$ cat config.mk
export PLATFORM = sky130hd
export DESIGN_NAME = fifo_pop_arbiter
export DESIGN_NICKNAME = d
export VERILOG_FILES = /design/src/rtl/fifo_pkg.sv /design/src/rtl/rr_pick.sv /design/src/rtl/fifo_pop_arbiter.sv
export SDC_FILE = /design/constraint.sdc
export NUM_CORES = 1
export LEC_CHECK = 0
export ABC_AREA = 1
export ABC_CLOCK_PERIOD_IN_PS = 3800
export CORE_MARGIN = 4
export CORE_UTILIZATION = 46
export CTS_BUF_LIST = sky130_fd_sc_hd__clkbuf_16
export DETAILED_ROUTE_END_ITERATION = 8
export PLACE_DENSITY = 0.85
export REMOVE_ABC_BUFFERS = 1
export SYNTH_ARGS = -nofsm -noshare
export SYNTH_HDL_FRONTEND = slang
export SYNTH_SLANG_ARGS = --single-unit
export TNS_END_PERCENT = 20
$ cat constraint.sdc
create_clock -name clk -period 3.8 [get_ports clk]
set_input_delay 0.76 -clock clk [delete_from_list [all_inputs] [get_ports clk]]
set_output_delay 0.76 -clock clk [all_outputs]
set_load 0.01 [all_outputs]
$ cat src/rtl/fifo_pkg.sv
// fifo_pkg: shared state codes and default sizes for the FIFO pop arbiter slice
package fifo_pkg;

    localparam int DEF_NUM_REQ    = 4;
    localparam int DEF_DATA_WIDTH = 6;

    typedef enum logic [1:0] {
        IDLE   = 2'd0,
        RUN    = 2'd1,
        PAUSED = 2'd2,
        ERROR  = 2'd3
    } state_t;

endpackage

$ cat src/rtl/rr_pick.sv
// rr_pick: combinational round-robin picker, first eligible index at or after rr_ptr
module rr_pick
    import fifo_pkg::*;
#(
    parameter int NUM_REQ = DEF_NUM_REQ,
    parameter int IDX_W   = 2
) (
    input  logic [NUM_REQ-1:0] eligible,
    input  logic [IDX_W-1:0]   rr_ptr,
    output logic               found,
    output logic [IDX_W-1:0]   winner
);

    // scan offsets downward so the nearest eligible index after rr_ptr is the last one kept
    always_comb begin
        found  = 1'b0;
        winner = '0;
        for (int k = NUM_REQ - 1; k >= 0; k--) begin
            if (eligible[rr_ptr + IDX_W'(k)]) begin
                found  = 1'b1;
                winner = rr_ptr + IDX_W'(k);
            end
        end
    end

endmodule

$ cat src/rtl/fifo_pop_arbiter.sv
// fifo_pop_arbiter: round-robin pop controller sharing one downstream path among input FIFOs
module fifo_pop_arbiter
    import fifo_pkg::*;
#(
    parameter int NUM_REQ    = DEF_NUM_REQ,
    parameter int DATA_WIDTH = DEF_DATA_WIDTH,
    parameter int IDX_W      = 2
) (
    input  logic                          clk,
    input  logic                          reset,
    input  logic                          enable,
    input  logic [NUM_REQ-1:0]            fifo_empty,
    input  logic [NUM_REQ-1:0]            fifo_error,
    input  logic [NUM_REQ*DATA_WIDTH-1:0] fifo_data,
    input  logic                          pausa_in,
    output logic [NUM_REQ-1:0]            fifo_pop,
    output logic [DATA_WIDTH-1:0]         data_out,
    output logic                          valid_out,
    output logic [IDX_W-1:0]              dest_out,
    output logic [1:0]                    state_out,
    output logic                          error_out
);

    state_t             state, state_next;
    logic [NUM_REQ-1:0] mask1, mask2, eligible;
    logic [IDX_W-1:0]   rr_ptr, winner, sel_q;
    logic               found, pop_ok, pend, any_err, to_error;

    assign any_err   = |fifo_error;
    assign to_error  = (state_next == ERROR);
    assign state_out = state;
    assign error_out = (state == ERROR);

    // FIFO flags lag a pop by one cycle, so a just-popped FIFO stays masked for two cycles
    assign eligible = ~fifo_empty & ~mask1 & ~mask2;

    rr_pick #(
        .NUM_REQ(NUM_REQ),
        .IDX_W  (IDX_W)
    ) u_pick (
        .eligible(eligible),
        .rr_ptr  (rr_ptr),
        .found   (found),
        .winner  (winner)
    );

    assign pop_ok   = (state == RUN) && enable && !pausa_in && found;
    assign fifo_pop = pop_ok ? (NUM_REQ'(1) << winner) : '0;

    // next state: error dominates, ERROR only leaves through reset
    always_comb begin
        state_next = state;
        if (state == IDLE || state == RUN)
            state_next = any_err ? ERROR : !enable ? IDLE : pausa_in ? PAUSED : RUN;
        else if (state == PAUSED)
            state_next = any_err ? ERROR : (!pausa_in && enable) ? RUN : !enable ? IDLE : PAUSED;
    end

    // state, pointer and stale-flag masks
    always_ff @(posedge clk) begin
        if (reset) begin
            state  <= IDLE;
            rr_ptr <= '0;
            mask1  <= '0;
            mask2  <= '0;
        end else begin
            state  <= state_next;
            rr_ptr <= pop_ok ? winner + IDX_W'(1) : rr_ptr;
            mask1  <= fifo_pop;
            mask2  <= mask1;
        end
    end

    // read data arrives the cycle after a pop; capture it then, dropping anything caught by ERROR
    always_ff @(posedge clk) begin
        if (reset) begin
            pend      <= 1'b0;
            sel_q     <= '0;
            valid_out <= 1'b0;
            data_out  <= '0;
            dest_out  <= '0;
        end else begin
            pend      <= pop_ok && !to_error;
            sel_q     <= pop_ok ? winner : sel_q;
            valid_out <= pend && !to_error;
            if (pend && !to_error) begin
                data_out <= fifo_data[sel_q*DATA_WIDTH +: DATA_WIDTH];
                dest_out <= sel_q;
            end
        end
    end

endmodule
# [Word level (Yosys, flattened, before mapping)]
# Index checks and enable logic that the tools add are counted.
[classes] shifts=2 mux=25 magnitude_cmp=4 multipliers=1 n_bitwise=5 reduce_logical=11 n_addsub=4 n_eq_ne=4
[op_table] op="two-way mux 2 bit" count=12
[op_table] op="variable part select 24 x 6 -> 6 bit" count=1
[op_table] op="< comparator 2 x 3 -> 1 bit, second input constant" count=4
[op_table] op="inverter 4 bit" count=3
[op_table] op="bitwise AND 4 bit" count=2
[op_table] op="binary-select mux 1 bit (select 2 bit)" count=4
[op_table] op="two-way mux 1 bit" count=8
[op_table] op="== test 2 bit, second input constant" count=3
[op_table] op="logical AND 1 bit" count=6
[op_table] op="adder 2 x 1 -> 2 bit, second input constant" count=2
[op_table] op="adder 2 bit, second input constant" count=2
[op_table] op="multiplier 2 x 2 -> 4 bit, second input constant" count=1
[op_table] op="two-way mux 4 bit" count=1
[op_table] op="OR reduction 4 bit" count=1
[op_table] op="left shift 1 x 2 -> 4 bit, first input constant" count=1
[op_table] op="== test 2 x 1 -> 1 bit, second input constant" count=1
[op_table] op="zero test 1 bit" count=2
[op_table] op="zero test 2 bit" count=1
[op_table] op="logical OR 1 bit" count=1
[totals] inputBits=36 out_inout_bits=16 word_cells=65 regBits=24

# [Logic depth before layout (Yosys ltp)]
# Gate-level depths: netlist (run 1).
[depth] word_depth=11 ltp_mapped=14

# [Hierarchy]
# Synthesis (run 1) repeated with hierarchy kept, for this count alone.
[hier_totals] hier_cells=249 hier_area_um2=1493.9
[by_module_without_submodules] module="fifo_pop_arbiter" seq_area_each_um2=480.5 cells_per_inst=203 instances=1 area_each_um2=1281.2
[by_module_without_submodules] module="rr_pick" seq_area_each_um2=0.0 cells_per_inst=46 instances=1 area_each_um2=212.7

# [Least setup slack after synthesis (run 1)]
# No wires, ideal clock.
[synth_path] path_kind="input -> output" from="in fifo_empty[2]" to="out fifo_pop[3]" arrival_ps=1739 cell_stages=7 setup_slack_ps=1301 required_time_ps=3040 cell_sequence="nor2_1 -> nand3_1 -> nand2_2 -> nor2_1 -> a21oi_4 -> nand3_2 -> nor2_1"
[synth_between] elab_chain_len=11 word_cells_on_any_way=22
[synth_rtl] item="start: declaration" line_no="fifo_pop_arbiter.sv:12" rtl="input logic [NUM_REQ-1:0] fifo_empty,"
[synth_rtl] item="inverter 4 bit (*)" line_no="fifo_pop_arbiter.sv:35" rtl="assign eligible = ~fifo_empty & ~mask1 & ~mask2;"
[synth_rtl] item="bitwise AND 4 bit (*) (2 in a row)" line_no="fifo_pop_arbiter.sv:35"
[synth_rtl] item="binary-select mux 1 bit (select 2 bit)" line_no="rr_pick.sv:19" rtl="if (eligible[rr_ptr + IDX_W'(k)]) begin"
[synth_rtl] item="two-way mux 1 bit (not written as such)" line_no="rr_pick.sv:19"
[synth_rtl] item="two-way mux 2 bit or two-way mux 1 bit (tied branches) (4 in a row)" line_no="rr_pick.sv:19"
[synth_rtl] item="left shift 1 x 2 -> 4 bit or logical AND 1 bit (tied branches)" line_no="fifo_pop_arbiter.sv:48, fifo_pop_arbiter.sv:47"
[synth_rtl] item="two-way mux 4 bit (*)" line_no="fifo_pop_arbiter.sv:48" rtl="assign fifo_pop = pop_ok ? (NUM_REQ'(1) << winner) : '0;"
[synth_rtl] item="end: declaration" line_no="fifo_pop_arbiter.sv:16" rtl="output logic [NUM_REQ-1:0] fifo_pop,"
# Every way passes the cells marked *; elsewhere a longest branch is shown, timed or not. The select of a mux whose other input is x is not followed.

# [Worst setup path after layout (run 1)]
[layout_path] from="in fifo_empty[2]" to="out fifo_pop[0]"
# Same word-level chain as after synthesis.

==> impl_metrics.env, run 1 <==
export IMPL_antenna_found_initial=0
export IMPL_dpl_worst_slack_ns=0.238
export IMPL_leakage_nw=0.811
export IMPL_cts_tree="done"
export IMPL_final_hold_violation_count=0
export IMPL_pin_count=52
export IMPL_synthAdderAreaFrac_pct=0
export IMPL_synth_area_per_cell_um2=7.02
export IMPL_yosysTopAreaCell="dfxtp_1"
export IMPL_num_antenna_cells=0
export IMPL_worstSetupPathType="in -> out"
export IMPL_crit_path_end_kind="primary output"
export IMPL_cts_buffers=3
export IMPL_setup_tns_ns=0
export IMPL_synth_top_family_by_area="simple AND/OR/NAND/NOR gates"
export IMPL_fillers=198
export IMPL_grt_overflow=0
export IMPL_wl_um=3380
export IMPL_dp_cells=256
export IMPL_routed_via_density=5.16
export IMPL_seq_area_frac_synth_pct=37.8
export IMPL_power_density_nw_per_um2=349
export IMPL_drc=0
export IMPL_cts_root_buf="clkbuf_16"
export IMPL_report_final_slew_viol_count=0
export IMPL_cts_hold_buf=0
export IMPL_drv_cap=0
export IMPL_cts_sinks=24
export IMPL_yosys_mux_area_fraction_pct=0
export IMPL_synth_compound_area_share_pct=16.3
export IMPL_synthToLayoutAreaGrowth_pct=48.7
export IMPL_grt_pass1_vias=1291
export IMPL_finalClockSkew_ns=0.00211
export IMPL_rows=18
export IMPL_final_antenna_net_count=0
export IMPL_ys_seq_elements=24
export IMPL_clk_latency_ns=0.26
export IMPL_relSlewSlack_pct=61.9
export IMPL_outcome="complete, no violations"
export IMPL_die_area_um2=3670
export IMPL_clockBufferDepth=2
export IMPL_critPathMaxFanout=3
export IMPL_clock_fmax_mhz=277
export IMPL_layout_min_cycle_time_ns=3.60
export IMPL_synth_top_cells_by_area="dfxtp_1 38%, nor2_1 12%, o21ai_0 8.3%, nand2_1 6.8%, inv_1 6.2%"
export IMPL_cts_resized=0
export IMPL_drt_first_pass_iters=4
export IMPL_die_h_um=60.6
export IMPL_vias=1342
export IMPL_r2r_cells=11
export IMPL_timing_worst_slew_pin_value_ns=0.570
export IMPL_layout_nets=267
export IMPL_cts_max_level=1
export IMPL_drive_gt1_share_pct=10.4
export IMPL_finalCritPeriodShare_pct=94.8
export IMPL_placed_cell_area_um2=1790
export IMPL_post_cts_buffers=0
export IMPL_drtIter0Drc=91
export IMPL_synth_top_area_share_pct=37.8
export IMPL_core_area_um2=2540
export IMPL_rsz0062_at_grt="false"
export IMPL_hold_path_class="reg -> reg"
export IMPL_grt_max_degree=16
export IMPL_final_instance_count_excl_fill=260
export IMPL_ys_types=28
export IMPL_stdcell_area_um2=1890
export IMPL_syn_inst=181
export IMPL_grt_use_total_pct=20.0
export IMPL_yosys_area_share_simple_pct=34.3
export IMPL_netlist_area_um2=1270
export IMPL_start_util_pct=50.0
export IMPL_synth_xor_area_share_pct=1.28
export IMPL_ir_drop_mv=0.420
export IMPL_finalSetupViolCount=0
export IMPL_post_dp_hpwl_um=2650
export IMPL_worst_slack_ns=0.196
export IMPL_routabilityCongestion=0.784
export IMPL_arrival_ns=2.84
export IMPL_fp_dieW_um=60.6
export IMPL_wl_per_cell_um=13.0
export IMPL_worstPathRequired_ns=3.04
export IMPL_path_clk_slew_ns=0.06
export IMPL_grt_pass1_wl_um=5500
export IMPL_yosysWarnings=0
export IMPL_hold_depth=2
export IMPL_io_buffer_count=51
export IMPL_start_kind="input pin"
-- layout by cell type (no fill, tap or decap), types with 2 or more instances in the layout --
| cell | n |
|---|---|
| clkdlybuf4s50_1 | 51 |
| nor2_1 | 41 |
| dfxtp_1 | 24 |
| nand2_1 | 23 |
| inv_1 | 21 |
| o21ai_0 | 21 |
| nand3_1 | 7 |
| nand3_2 | 7 |
| a31oi_1 | 5 |
| a21oi_1 | 5 |
| nand2_2 | 4 |
| clkbuf_16 | 3 |
| inv_2 | 2 |
| nor4_1 | 2 |
-- metrics by stage --
stage	power, W	utilization (%)	hold WS, ns
after CTS	0.000662	74.3	0.434
after floorplan	0.000315	-	0.403
after detailed placement	0.000369	70.2	0.425
after global placement	0.000365	70.2	0.409
final	0.000659	74.3	0.431
after global routing	0.000687	74.3	0.469
-- cells in the mapped netlist --
master	n
nor2_4	1
nand3b_1	1
nand4_2	1
nor2_1	41
dfxtp_1	24
a31oi_1	5
nand3_1	7
a221oi_1	1
o22ai_1	1
inv_1	21
buf_4	1
o21ai_0	21
nor4_1	2
nand3_2	7
clkbuf_1	4
nand2_2	4
a21oi_1	5
nand2_1	23
buf_6	1
inv_8	1
a211oi_1	1
nor3_2	1
nor2_2	1
a21oi_4	1
o211ai_1	1
inv_2	2
xnor2_2	1
nor3_1	1
-- registers in the layout, summed over array words and instances, names as in the netlist --
signal	cells
mask2	4
rr_ptr	2
pend	1
sel_q	2
valid_out	1
data_out	6
dest_out	2
mask1	4
state_out	2
-- power breakdown --
group / switching (W) / internal, W / leakage, nW / total [W]
combinational: 0.0000494 / 0.0000545 / 0.565 / 0.000104
sequential: 0.00000551 / 0.000255 / 0.194 / 0.000260
clock: 0.0000860 / 0.000209 / 0.0511 / 0.000295
-- path summary, 6_finish.rpt --
check	startpoint	to	slack (ns)
worst min-delay path	mask1[3]	mask2[3]	0.43
worst max-delay path	fifo_empty[2]	fifo_pop[0]	0.20
worst min register to register	mask1[3]	mask2[3]	0.43
worst max register to register	rr_ptr[0]	rr_ptr[1]	2.01
-- layout make-up --
class / instances / area [µm²] / share of cell area [%]
multi-input combinational: 127 / 659 / 34.9
timing repair buffer: 51 / 510 / 27.0
sequential: 24 / 480 / 25.4
inverter: 24 / 97.6 / 5.16
clock buffer: 3 / 75.1 / 3.97
tap: 30 / 37.5 / 1.99
clock inverter: 1 / 30.0 / 1.59
-- per-layer routing --
layer | routed length, µm | up-vias | GRT usage (%) | share of wire (%)
met4 | 54 | 0 | 7.43 | 1.6
met2 | 1750 | 32 | 35.7 | 52
li1 | - | 686 | - | -
met5 | 0 | - | 0 | 0
met3 | 170 | 4 | 4.04 | 5.0
met1 | 1410 | 620 | 23.4 | 42
-- logic make-up after synthesis --
kind of cell,count (synthesis)
DFF,24
buffers and inverters,30
and+or+nand+nor,90
AOI/OAI and AO/OA,36
xor gates and xnor gates,1
-- worst max-delay path, stage by stage --
cell	delay (ns)
clkdlybuf4s50_1	0.40
nor2_1	0.18
nand3_2	0.07
nand2_1	0.13
nand2_1	0.08
nand2_1	0.08
nand3_2	0.07
nand2_1	0.07
nand2_1	0.12
nand2_2	0.10
nand2_1	0.08
nor2_1	0.13
clkdlybuf4s50_1	0.55
Power figures use the tool's default switching activity.
==> inputs of run 2 (changes only) <==
==> constraint.sdc (replaced) <==
create_clock -name clk -period 3.8 [get_ports clk]
set_input_delay 0.76 -clock clk [delete_from_list [all_inputs] [get_ports clk]]
set_output_delay 0.76 -clock clk [all_outputs]
set_load 0.1 [all_outputs]
==> run 2 against run 1 <==
Via count increased by 3.1%. Critical path depth decreased by 4. Routed wire length increased by 8.1%. Global-route usage increased by 1.4 points. Maximum frequency increased by 6.9%. Power increased by 4.3%. Sequential power about the same. First-iteration DRC count decreased by 11%. Utilization increased by 1.6 points. Cell count unchanged. Flip-flop and latch count unchanged. Largest cell class unchanged.
==> impl_metrics.env, run 2 (synthesized netlist as in run 1, its figures left out) <==
export IMPL_outcome="complete, no violations"
export IMPL_layout_min_cycle_time_ns=3.37
export IMPL_cts_hold_buf=0
export IMPL_final_hold_violation_count=0
export IMPL_cts_max_level=1
export IMPL_dp_cells=256
export IMPL_regMostFlops="data_out"
export IMPL_drive_gt1_share_pct=12.2
export IMPL_vias=1384
export IMPL_clock_fmax_mhz=297
export IMPL_critPathMaxFanout=8
export IMPL_post_cts_buffers=0
export IMPL_cts_buffers=3
export IMPL_wl_um=3650
export IMPL_grt_overflow=0
export IMPL_io_buffer_count=51
export IMPL_finalClockSkew_ns=0.00284
export IMPL_path_clk_slew_ns=0.06
export IMPL_grt_max_degree=16
export IMPL_largest_registers="data_out: 6 flops, mask1: 4 flops, mask2: 4 flops"
export IMPL_routabilityCongestion=0.796
export IMPL_antenna_found_initial=0
export IMPL_grt_use_total_pct=21.4
export IMPL_arrival_ns=2.61
export IMPL_layout_commonest_cell="clkdlybuf4s50_1"
export IMPL_worstSetupPathType="in -> out"
export IMPL_hold_path_class="reg -> reg"
export IMPL_num_antenna_cells=0
export IMPL_pin_count=52
export IMPL_start_util_pct=50.0
export IMPL_die_h_um=60.6
export IMPL_relSlewSlack_pct=33.7
export IMPL_clockBufferDepth=2
export IMPL_post_dp_hpwl_um=2660
export IMPL_cts_sinks=24
export IMPL_crit_path_end_kind="primary output"
export IMPL_report_final_slew_viol_count=0
export IMPL_routed_via_density=5.32
export IMPL_power_density_nw_per_um2=356
export IMPL_mostFrequentLayoutCells="47 x clkdlybuf4s50_1, 41 x nor2_1, 24 x dfxtp_1"
export IMPL_fin_util_pct=75.9
export IMPL_drc=0
export IMPL_die_area_um2=3670
export IMPL_rows=18
export IMPL_rsz0062_at_grt="false"
export IMPL_drv_cap=0
export IMPL_final_antenna_net_count=0
export IMPL_stdcell_area_um2=1930
export IMPL_timing_worst_slew_pin_value_ns=0.992
export IMPL_finalCritPeriodShare_pct=88.7
export IMPL_grt_pass1_wl_um=5870
export IMPL_largest_reg_flops=6
export IMPL_layout_nets=267
export IMPL_cts_tree="done"
export IMPL_clk_latency_ns=0.26
export IMPL_leakage_nw=0.830
export IMPL_cts_root_buf="clkbuf_16"
export IMPL_grt_pass1_vias=1344
export IMPL_drtIter0Drc=81
export IMPL_start_kind="input pin"
export IMPL_placed_cell_area_um2=1830
export IMPL_core_area_um2=2540
export IMPL_wl_per_cell_um=14.0
export IMPL_synthToLayoutAreaGrowth_pct=51.9
export IMPL_final_instance_count_excl_fill=260
export IMPL_finalSetupViolCount=0
export IMPL_ir_drop_mv=0.376
export IMPL_drt_first_pass_iters=4
export IMPL_fp_dieW_um=60.6
export IMPL_setup_tns_ns=0
export IMPL_worstPathRequired_ns=3.04
export IMPL_cts_resized=0
[run 2: cell count changes in the layout (fill, tap and decap cells not counted)]
| cell | before | now |
|---|---|---|
| buf_12 | 0 | 4 |
| clkdlybuf4s50_1 | 51 | 47 |
[run 2: layout make-up]
class,count,area (µm²)
clock buffer,3,75.1
sequential,24,480
multi-input combinational,127,659
fill,204,614
clock inverter,1,30.0
timing repair buffer,51,551
tap,30,37.5
inverter,24,97.6
[run 2: final timing paths]
| path | startpoint | to | slack (ns) | cells after the start |
|---|---|---|---|---|
| max | fifo_empty[2] | fifo_pop[3] | 0.43 | 9 |
| min | mask1[3] | mask2[3] | 0.42 | 2 |
| max reg2reg | rr_ptr[0] | rr_ptr[1] | 1.96 | 12 |
| min reg2reg | mask1[3] | mask2[3] | 0.42 | 2 |
[run 2: report_power, final]
part | internal (W) | total, W | switching (W) | leakage (nW)
Clock | 0.000209 | 0.000301 | 0.0000912 | 0.0511
Sequential | 0.000255 | 0.000261 | 0.00000574 | 0.194
Combinational | 0.0000558 | 0.000127 | 0.0000707 | 0.585
[run 2: worst max-delay path, stage by stage]
cell	delay, ns
clkdlybuf4s50_1	0.40
nor2_1	0.18
nand3_1	0.11
nand2_2	0.15
nor2_1	0.10
a21oi_4	0.28
nand3_2	0.18
nor2_1	0.24
buf_12	0.21
[run 2: through the flow]
stage	total power, W	setup slack (ns)	hold WS (ns)
floorplan	0.000333	0.160	0.403
global placement	0.000384	0.600	0.408
detailed placement	0.000390	0.506	0.413
CTS	0.000686	0.448	0.423
global route	0.000703	0.270	0.461
finish	0.000688	0.428	0.423
[run 2: metal layers]
layer  vias to the layer above  part of all wire (%)  global-route usage (%)
li1                        680                     -                       -
met1                       646                    41                    25.5
met2                        51                    50                    38.3
met3                         7                   7.1                    3.19
met4                         0                   1.9                    8.36
met5                         -                     0                       0
==> inputs of run 3 (changes only) <==
--- a/config.mk
+++ b/config.mk
@@ -13,6 +13,7 @@
 export DETAILED_ROUTE_END_ITERATION = 8
 export PLACE_DENSITY = 0.85
 export REMOVE_ABC_BUFFERS = 1
+export SETUP_SLACK_MARGIN = 0.15
 export SYNTH_ARGS = -nofsm -noshare
 export SYNTH_HDL_FRONTEND = slang
 export SYNTH_SLANG_ARGS = --single-unit
==> results of run 3 <==
Same layout as run 2: the final DEF is identical, and so are final timing and power.
